===== src/rtl/rv32i_types.sv =====
// Shared RV32I types: opcode enumeration, decoded fetch record and immediate helpers.
package rv32i_types;

  typedef enum logic [6:0] {
    op_lui   = 7'b0110111,
    op_auipc = 7'b0010111,
    op_jal   = 7'b1101111,
    op_jalr  = 7'b1100111,
    op_br    = 7'b1100011,
    op_load  = 7'b0000011,
    op_store = 7'b0100011,
    op_imm   = 7'b0010011,
    op_reg   = 7'b0110011,
    op_csr   = 7'b1110011
  } rv32i_opcode;

  typedef struct packed {
    logic [31:0] pc;
    logic [31:0] next_pc;
    logic [31:0] instr;
    rv32i_opcode opcode;
    logic [2:0]  funct3;
    logic [6:0]  funct7;
    logic [4:0]  rs1;
    logic [4:0]  rs2;
    logic [4:0]  rd;
    logic [31:0] i_imm;
    logic [31:0] s_imm;
    logic [31:0] b_imm;
    logic [31:0] u_imm;
    logic [31:0] j_imm;
  } pci_t;

  function automatic pci_t make_pci_default();
    pci_t p;
    p = '0;
    p.opcode = op_imm;
    return p;
  endfunction

  // Bubble record: an op_imm with every other field zero (a nop-like slot).
  localparam pci_t pci_default = make_pci_default();

  function automatic logic [31:0] imm_i(input logic [31:0] instr);
    return {{20{instr[31]}}, instr[31:20]};
  endfunction

  function automatic logic [31:0] imm_s(input logic [31:0] instr);
    return {{20{instr[31]}}, instr[31:25], instr[11:7]};
  endfunction

  function automatic logic [31:0] imm_b(input logic [31:0] instr);
    return {{19{instr[31]}}, instr[31], instr[7], instr[30:25], instr[11:8], 1'b0};
  endfunction

  function automatic logic [31:0] imm_u(input logic [31:0] instr);
    return {instr[31:12], 12'b0};
  endfunction

  function automatic logic [31:0] imm_j(input logic [31:0] instr);
    return {{11{instr[31]}}, instr[31], instr[19:12], instr[20], instr[30:21], 1'b0};
  endfunction

endpackage


===== src/rtl/pc_info_decode.sv =====
// Combinational decode of a fetched word and its address into a pci_t record.
module pc_info_decode
  import rv32i_types::*;
(
  input  logic [31:0] pc,
  input  logic [31:0] instr,
  output pci_t        pci
);

  // Split the instruction into its fields and sign-extended immediates.
  always_comb begin
    pci         = pci_default;
    pci.pc      = pc;
    pci.next_pc = pc + 32'd4;
    pci.instr   = instr;
    pci.opcode  = rv32i_opcode'(instr[6:0]);
    pci.funct3  = instr[14:12];
    pci.funct7  = instr[31:25];
    pci.rs1     = instr[19:15];
    pci.rs2     = instr[24:20];
    pci.rd      = instr[11:7];
    pci.i_imm   = imm_i(instr);
    pci.s_imm   = imm_s(instr);
    pci.b_imm   = imm_b(instr);
    pci.u_imm   = imm_u(instr);
    pci.j_imm   = imm_j(instr);
  end

endmodule


===== src/rtl/instruction_queue.sv =====
// Fetch unit plus circular instruction queue between instruction memory and the ROB.
// One request is outstanding at a time; a flush with a request in flight drops its response.
module instruction_queue
  import rv32i_types::*;
#(
  parameter int               width    = 32,
  parameter int               size     = 8,
  parameter logic [width-1:0] reset_pc = 32'h00000060
) (
  input  logic             clk,
  input  logic             rst,
  output logic             instr_mem_read,
  output logic [width-1:0] instr_mem_address,
  input  logic             instr_mem_resp,
  input  logic [width-1:0] instr_mem_rdata,
  input  logic             instr_q_dequeue,
  output pci_t             pci,
  output logic             instr_q_empty,
  input  logic             br_flush,
  input  logic [width-1:0] br_target
);

  localparam int ptr_w = $clog2(size);
  localparam logic [ptr_w:0] size_cnt = (ptr_w + 1)'(size);

  typedef enum logic [1:0] {
    st_fetch = 2'd0,
    st_stall = 2'd1,
    st_drop  = 2'd2
  } fetch_state_t;

  fetch_state_t     state;
  logic [width-1:0] pc;
  pci_t             entries [size];
  logic [ptr_w-1:0] front;
  logic [ptr_w-1:0] rear;
  logic [ptr_w:0]   count;
  logic [ptr_w:0]   count_next;
  pci_t             resp_pci;
  logic             empty;
  logic             full;
  logic             resp_take;
  logic             bypass;
  logic             enq;
  logic             deq;
  logic             outstanding;

  pc_info_decode u_decode (
    .pc    (pc),
    .instr (instr_mem_rdata),
    .pci   (resp_pci)
  );

  assign empty             = (count == '0);
  assign full              = (count == size_cnt);
  assign instr_q_empty     = empty;
  assign instr_mem_address = pc;

  // A response belongs to us only when it answers a request issued in FETCH.
  assign resp_take   = instr_mem_resp && (state == st_fetch) && instr_mem_read;
  assign bypass      = empty && resp_take && instr_q_dequeue;
  assign enq         = resp_take && !bypass && !br_flush && (!full || instr_q_dequeue);
  assign deq         = instr_q_dequeue && !empty && !br_flush;
  assign outstanding = ((state == st_fetch) && instr_mem_read && !instr_mem_resp) ||
                       ((state == st_drop) && !instr_mem_resp);

  // Occupancy after this cycle's enqueue/dequeue, ignoring flush.
  always_comb begin
    count_next = count;
    case ({enq, deq})
      2'b10:   count_next = count + (ptr_w + 1)'(1);
      2'b01:   count_next = count - (ptr_w + 1)'(1);
      default: count_next = count;
    endcase
  end

  // Front entry when stored, otherwise the live response, otherwise a bubble.
  always_comb begin
    pci = pci_default;
    if (!empty) begin
      pci = entries[front];
    end else if (resp_take) begin
      pci = resp_pci;
    end
  end

  // Fetch FSM: owns pc, state and the registered read strobe.
  always_ff @(posedge clk) begin
    if (!rst) begin
      state          <= st_fetch;
      instr_mem_read <= 1'b0;
      pc             <= {reset_pc[width-1:2], 2'b00};
    end else if (br_flush) begin
      pc <= {br_target[width-1:2], 2'b00};
      if (outstanding) begin
        state          <= st_drop;
        instr_mem_read <= 1'b0;
      end else begin
        state          <= st_fetch;
        instr_mem_read <= 1'b1;
      end
    end else begin
      if (resp_take) begin
        pc <= pc + width'(4);
      end
      case (state)
        st_fetch: begin
          if (enq && (count_next == size_cnt)) begin
            state          <= st_stall;
            instr_mem_read <= 1'b0;
          end else begin
            instr_mem_read <= 1'b1;
          end
        end
        st_stall: begin
          if (count_next < size_cnt) begin
            state          <= st_fetch;
            instr_mem_read <= 1'b1;
          end
        end
        st_drop: begin
          if (instr_mem_resp) begin
            state          <= st_fetch;
            instr_mem_read <= 1'b1;
          end
        end
        default: begin
          state          <= st_fetch;
          instr_mem_read <= 1'b0;
        end
      endcase
    end
  end

  // Circular buffer: write at rear, read at front, pointers wrap at size.
  always_ff @(posedge clk) begin
    if (!rst) begin
      count <= '0;
      front <= '0;
      rear  <= '0;
      for (int i = 0; i < size; i++) begin
        entries[i] <= pci_default;
      end
    end else if (br_flush) begin
      count <= '0;
      front <= '0;
      rear  <= '0;
    end else begin
      if (enq) begin
        entries[rear] <= resp_pci;
        rear          <= rear + ptr_w'(1);
      end
      if (deq) begin
        front <= front + ptr_w'(1);
      end
      count <= count_next;
    end
  end

endmodule


===== config.mk =====
export PLATFORM = sky130hd
export DESIGN_NAME = instruction_queue
export DESIGN_NICKNAME = d
export VERILOG_FILES = /design/src/rtl/rv32i_types.sv /design/src/rtl/pc_info_decode.sv /design/src/rtl/instruction_queue.sv
export SDC_FILE = /design/constraint.sdc
export NUM_CORES = 1
export LEC_CHECK = 0
export BUFFER_PORTS_ARGS = -buffer_cell sky130_fd_sc_hd__buf_2
export CAP_MARGIN = 10
export CORE_ASPECT_RATIO = 1.1
export CORE_MARGIN = 3
export CORE_UTILIZATION = 60
export CTS_CLUSTER_SIZE = 25
export DETAILED_ROUTE_END_ITERATION = 6
export PLACE_DENSITY = 0.81
export SYNTH_ARGS = -nofsm -noshare
export SYNTH_HDL_FRONTEND = slang
export SYNTH_SLANG_ARGS = --single-unit

===== constraint.sdc =====
create_clock -name clk -period 6.73 [get_ports clk]
set_input_delay 0.3365 -clock clk [delete_from_list [all_inputs] [get_ports clk]]
set_output_delay 0.3365 -clock clk [all_outputs]
set_load 0.1 [all_outputs]

==> run summary, run 1 <==
actual slew at the worst max-slew pin: 1.21 ns
number of distinct library cells after synthesis: 59
share of post-route cells with drive strength above 1: 0.259
Max VDD drop: 0.255 mV
Die Ht: 273 microns
Slew headroom: 0.190
# placed instances: 3642
post-synthesis sequential area ratio: 0.612
Cells after Synth: 2813
DIE WIDTH: 248 microns
minimum clock period: 4.95 ns
Syn Std Cell Area: 38800 sq um
initial antenna violation count: 3
FILL cells: 4378
first-pass GRT wire length: 154 mm
worst skew pair latency: 0.63 ns
final hold viol count: 0
final setup skew: 0.0285 ns
DP Wirelength: 56.6 mm
Avg Synthesized Cell Area: 13.8 sq um
DR vias/cell: 6.43
CP Data Arrival Time: 4.61 ns
port bufs: 368
most frequent cells in the layout: edfxtp_1 (760), and2_1 (430), buf_2 (368), nor2_1 (278), mux4_2 (190)
GRT Overall Usage: 0.303
initial core utilization: 0.608
Vias: 24.5k
TritonCTS clock tree: yes
fmax: 0.202 GHz
routed len/inst: 27.1 microns
# IOs: 391
yosys synthesis warning count: 0
final RePlAce weighted congestion: 0.855
Slew Limit Fails: 0
Util after Layout: 0.667
Routed WL: 103 mm
flops & latches, synth: 806
router iterations before antenna repair: 6
Crit Path Max Fanout: 22
remaining global-route overflow: 0
Final Cycle Share: 0.735
clk slew on worst S/H paths: 0.07 ns
Worst Path Required: 6.39 ns
Site Rows: 97
commonest non-fill, non-tap cell in the layout: edfxtp_1
Lkg Pwr: 0.0156 uW
Worst setup EP type: primary output
Hold Crit Class: input pin to register
Max-Cap Viols: 0
Num CTS Buffers: 81
setup violators final: 0
final cell count without fillers: 3807
worst hold margin: 0.0285 ns
DRC viols: 0
nets: 2978
vias in the first global route: 25.0k
Setup CP Type: register to primary output
Fin Setup TNS: 0 ns
RSZ-0062 raised after global routing: no
status: completed
final instance area: 42600 sq um
count of routing violations after the opening detailed-route iteration: 3022
Core ar.: 63800 sq um
pwr dens: 277 nW/um^2
CTS max path bufs: 3
EDFF count, synth: 760
H-tree levels: 3
largest net degree at the start of global routing: 105
Worst setup SP type: register
setup repair bufs after CTS: 0
Post-DP Area: 39800 sq um
Total Die Area: 67800 sq um
clock sinks: 806
ys flop type: edfxtp_1
Syn-to-layout area delta: 9.67%
post-route ant nets: 0
CTS Root Cell: clkbuf_16
ys async rst share: 0
[through the flow]
stage,setup slack (ns),total power [uW]
after floorplan,0.345,7120
after global placement,2.48,7290
after detailed placement,2.41,7330
after CTS,1.85,11800
after global routing,1.63,12100
final,1.78,11800
[logic make-up (layout without fill, tap and decap cells)]
kind of cell               after synthesis  count (layout)  share of synthesized area
AOI/OAI and AO/OA                      165             165                     0.0248
xor gates and xnor gates                62              62                     0.0140
DFF                                    806             806                      0.612
adders and majority gates               11              11                    0.00374
buffers and inverters                  465             597                     0.0683
muxes                                  289             289                      0.136
other                                    1              22                  0.0000967
and+or+nand+nor                       1014            1014                      0.141
[final cells by class]
cell class	instances	area, sq um	area share
diodes	2	5.00	0.000118
clock buffers	109	2250	0.0528
clock inverters	40	404	0.00950
inverters	13	53.8	0.00126
multi-input cells	1561	12600	0.296
flip-flops and latches	806	23800	0.558
well taps	841	1050	0.0247
repair buffers	435	2450	0.0577
[critical path: stages (launching register included)]
cell     delay (ns)
dfxtp_1        0.80
ha_1           0.49
nand4_1        0.67
nor3_1         0.45
xnor2_1        0.35
o31ai_1        0.66
buf_2          0.55
[power by group]
group / internal (uW) / switching [uW] / total [uW]
registers: 5640 / 101 / 5740
clock network: 2650 / 1900 / 4550
logic: 225 / 1280 / 1500
total: 8520 / 3270 / 11800
[timing repair]
action | CTS | global route
endpoints found under the hold margin | 14 | 0
hold buffers | 14 | 0
resized for setup | 0 | 0
[worst paths after layout]
kind                              from               endpoint  slack, ns  cells past startpoint
setup / recovery  instr_mem_address[2]               pci[254]       1.78                      6
hold / removal           br_target[21]  instr_mem_address[21]       0.03                      3
setup reg to reg              state[0]        entries[6][273]       2.33                      8
hold reg to reg               front[1]               register       0.51                      2
[state kept, by name, summed over array words and instances (netlist names), named ones only]
register           flops
count                  4
entries              760
front                  3
instr_mem_address     30
instr_mem_read         1
rear                   3
state                  2
[cells in the mapped netlist (3+ instances only)]
| cell | count | area, sq um |
|---|---|---|
| o31ai_1 | 8 | 60.1 |
| ha_1 | 10 | 125 |
| edfxtp_1 | 760 | 22800 |
| nor3_4 | 3 | 48.8 |
| mux2_2 | 8 | 90.1 |
| mux2i_1 | 91 | 911 |
| o21ai_0 | 85 | 425 |
| and2_1 | 430 | 2690 |
| nor3b_1 | 3 | 22.5 |
| nor2_2 | 3 | 18.8 |
| buf_2 | 34 | 170 |
| clkbuf_1 | 166 | 623 |
| a31oi_1 | 4 | 25.0 |
| nand2b_1 | 16 | 100 |
| nand2_1 | 48 | 180 |
| clkbuf_2 | 11 | 55.1 |
| o22ai_1 | 19 | 119 |
| nor2_1 | 278 | 1040 |
| and4_1 | 5 | 43.8 |
| or2_2 | 4 | 25.0 |
| and3_1 | 69 | 432 |
| buf_1 | 16 | 60.1 |
| a21oi_1 | 27 | 135 |
| or3_1 | 10 | 62.6 |
| inv_1 | 9 | 33.8 |
| xnor2_1 | 46 | 403 |
| nand3_1 | 85 | 425 |
| dfxtp_1 | 46 | 921 |
| buf_4 | 225 | 1690 |
| nor4_1 | 14 | 87.6 |
| nor3_1 | 24 | 120 |
| xor2_1 | 16 | 140 |
| a211oi_1 | 9 | 67.6 |
| nand4_1 | 10 | 62.6 |
| nor2b_1 | 3 | 18.8 |
| mux4_2 | 190 | 4280 |
[metal layers]
layer | vias to the layer above | routed length, microns | global-route usage | part of all wire
li1 | 10200 | - | - | -
met1 | 12200 | 34800 | 0.370 | 0.34
met2 | 1759 | 52400 | 0.518 | 0.51
met3 | 313 | 11400 | 0.0620 | 0.11
met4 | 0 | 4690 | 0.147 | 0.045
met5 | - | 0 | 0 | 0
No activity file was read; power rests on OpenSTA's default activity.
==> run 2: changes to the inputs <==
Settings changed: ABC_AREA from default to 1, CORE_UTILIZATION 60 to 54, PLACE_DENSITY 0.81 to 0.77.
Clock period 6.73 ns to 3.99 ns, I/O delays scaled along.
==> run 2 against run 1 <==
Compared with the run above: clock power is 55% higher; power up 65%; critical path depth rose by 4; die area rose by 8.0%; combinational power increased by 82%; hold slack better by 0.010 ns; design area up 1.0%; area after synthesis fell by 2.6%; synthesized cell count is 33% higher; core utilization decreased by 4.5 points; non-clock buffer count is 38 higher.
==> run summary, run 2 <==
pwr dens: 451 nW/um^2 (+63%)
port bufs: 368 (unchanged)
Design Power: 19400 uW (+65%)
Worst setup EP type: primary output
Core ar.: 69100 sq um (+8.3%)
Slew Limit Fails: 0 (unchanged)
minimum clock period: 3.82 ns
# placed instances: 4609 (+27%)
# IOs: 391 (unchanged)
share of post-route cells with drive strength above 1: 0.158 (-0.101)
antenna diode count: 0 (-2)
CTS Root Cell: clkbuf_16
setup repair bufs after CTS: 0 (unchanged)
fmax: 0.262 GHz
Hold Crit Class: input pin to register
commonest non-fill, non-tap cell in the layout: nor2_1
Syn-to-layout area delta: 13.7%
top cell family by delay on the critical path: buffers and inverters
largest net degree at the start of global routing: 109 (+3.8%)
clock sinks: 806 (unchanged)
nets: 3872 (+30%)
Die Ht: 283 microns (+3.9%)
vias in the first global route: 27.6k (+10%)
Avg Synthesized Cell Area: 10.1 sq um (-27%)
GRT Overall Usage: 0.288 (-0.0141)
count of routing violations after the opening detailed-route iteration: 3718 (+23%)
H-tree levels: 3 (unchanged)
final RePlAce weighted congestion: 0.926 (+8.3%)
EDFF count, synth: 760 (unchanged)
most frequent cells in the layout: nor2_1 (1155), edfxtp_1 (760), o21ai_0 (407), buf_2 (285), nand2_1 (187)
DIE WIDTH: 258 microns (+3.9%)
Critical-path top delay cell: dfxtp_1
status: completed
yosys synthesis warning count: 0 (unchanged)
DR vias/cell: 6.07 (-5.7%)
Worst Path Required: 3.79 ns (-2.60 ns)
Vias: 29.0k (+18%)
remaining global-route overflow: 0 (unchanged)
first-pass GRT wire length: 162 mm (+5.4%)
Cells after Synth: 3730 (+33%)
ys flop type: edfxtp_1
Synth top area share: 0.604 (+0.0158)
final cell count without fillers: 4782 (+26%)
CP peak stage delay: 0.49 ns (-0.31 ns)
final instance area: 43000 sq um (+1.0%)
TritonCTS clock tree: yes
Fin Setup TNS: 0 ns (unchanged)
Crit Path Max Fanout: 9 (-59%)
most frequent cell after synthesis: nor2_1
setup violators final: 0 (unchanged)
post-route ant nets: 0 (unchanged)
Syn Std Cell Area: 37800 sq um (-2.6%)
post-synthesis sequential area ratio: 0.628 (+0.0164)
Slew headroom: 0.309 (+0.119)
Final Cycle Share: 0.957
cell taking the most area after synthesis: edfxtp_1
final hold viol count: 0 (unchanged)
Max VDD drop: 0.317 mV (+24%)
Worst setup SP type: register
worst path cell trace: ha_1 > nand2_1 > nor2_4 > nand2_2 > nor2_4 > nand2_2 > xor2_1 > clkinv_1 > o21ai_1 > buf_2
FILL cells: 5290 (+21%)
actual slew at the worst max-slew pin: 1.03 ns (-0.185 ns)
RSZ-0062 raised after global routing: no
number of distinct library cells after synthesis: 41 (-31%)
Total Die Area: 73200 sq um (+8.0%)
Post-DP Area: 40300 sq um (+1.3%)
routed len/inst: 22.8 microns (-16%)
Max-Cap Viols: 0 (unchanged)
final setup skew: 0.0217 ns (-0.00677 ns)
top cells by area, synth: edfxtp_1 (60%), nor2_1 (11%), o21ai_0 (6.5%), buf_4 (4.5%), o221ai_1 (3.5%)
Routed WL: 109 mm (+5.4%)
DRC viols: 0 (unchanged)
Setup CP Type: register to primary output
ys async rst share: 0 (unchanged)
flops & latches, synth: 806 (unchanged)
CP Data Arrival Time: 3.62 ns (-0.99 ns)
initial core utilization: 0.547 (-0.0612)
DP Wirelength: 60.4 mm (+6.9%)
Num CTS Buffers: 78 (-3.7%)
worst skew pair latency: 0.64 ns (about the same)
CP Buf/Inv Count: 2 (+1)
Lkg Pwr: 0.0162 uW (+3.6%)
initial antenna violation count: 1 (-2)
Synth top cells by count: nor2_1 (1156), edfxtp_1 (760), o21ai_0 (490)
Top reg by flops: entries
router iterations before antenna repair: 6 (unchanged)
max reg flops: 760 (unchanged)
clk slew on worst S/H paths: 0.06 ns (about the same)
CTS max path bufs: 3 (unchanged)
Site Rows: 101 (+4.1%)
==> run 2: per-layer routing <==
layer | track usage | up-vias | routed length [microns]
met3 | 0.0624 | 308 | 13400
met2 | 0.470 | 2077 | 51700
met1 | 0.373 | 13800 | 39200
met4 | 0.128 | 0 | 4510
li1 | - | 12800 | -
met5 | 0 | - | 0
==> run 2: per-stage QoR <==
| stage | utilization | worst slack, ns | hold WS (ns) |
|---|---|---|---|
| floorplan | - | -0.894 | 0.312 |
| global placement | 0.582 | 0.666 | 0.440 |
| detailed placement | 0.582 | 0.684 | 0.447 |
| CTS | 0.622 | 0.0775 | 0.000149 |
| global route | 0.622 | 0.00147 | 0.0243 |
| finish | 0.622 | 0.171 | 0.0387 |
==> run 2: where the power goes <==
part           switching, uW  total (uW)  internal (uW)
Sequential              97.4        9600           9500
Clock                   3160        7070           3900
Combinational           2250        2730            485
==> run 2: layout make-up <==
type | instances | area, sq um | area share
multi-input combinational | 2297 | 11000 | 0.255
timing repair buffer | 473 | 4170 | 0.0971
inverter | 136 | 526 | 0.0122
tap | 927 | 1160 | 0.0270
sequential | 806 | 23800 | 0.553
clock inverter | 47 | 290 | 0.00675
clock buffer | 96 | 2110 | 0.0492
==> run 2: worst paths after layout <==
path	startpoint	endpoint	slack (ns)	cells after the start
worst max register to register	state[0]	entries[6][267]	0.62	12
worst min register to register	front[2]	register	0.48	2
worst max-delay path	instr_mem_address[3]	pci[240]	0.17	10
worst min-delay path	br_target[17]	instr_mem_address[17]	0.04	5
==> run 2: cell families after synthesis <==
family	after synthesis	share of synthesized area
AO/OA/AOI/OAI	765	0.121
XOR/XNOR	14	0.00344
adder cells (fa/ha/maj)	11	0.00384
buffers and inverters	646	0.0889
flip-flops	806	0.628
other	1	0.0000992
AND/OR/NAND/NOR	1487	0.154
==> run 2: tightest hold or removal path, stage by stage <==
cell     delay [ns]
buf_2          0.15
nand2_1        0.06
o21ai_0        0.08
a21oi_1        0.05
nor2_1         0.08
==> run 2: timing repair <==
action | 4_1_cts | 5_1_grt
endpoints found under the hold margin | 31 | 0
resized for setup | 0 | 3
endpoints found under the setup margin | 0 | 79
hold buffers | 30 | 0
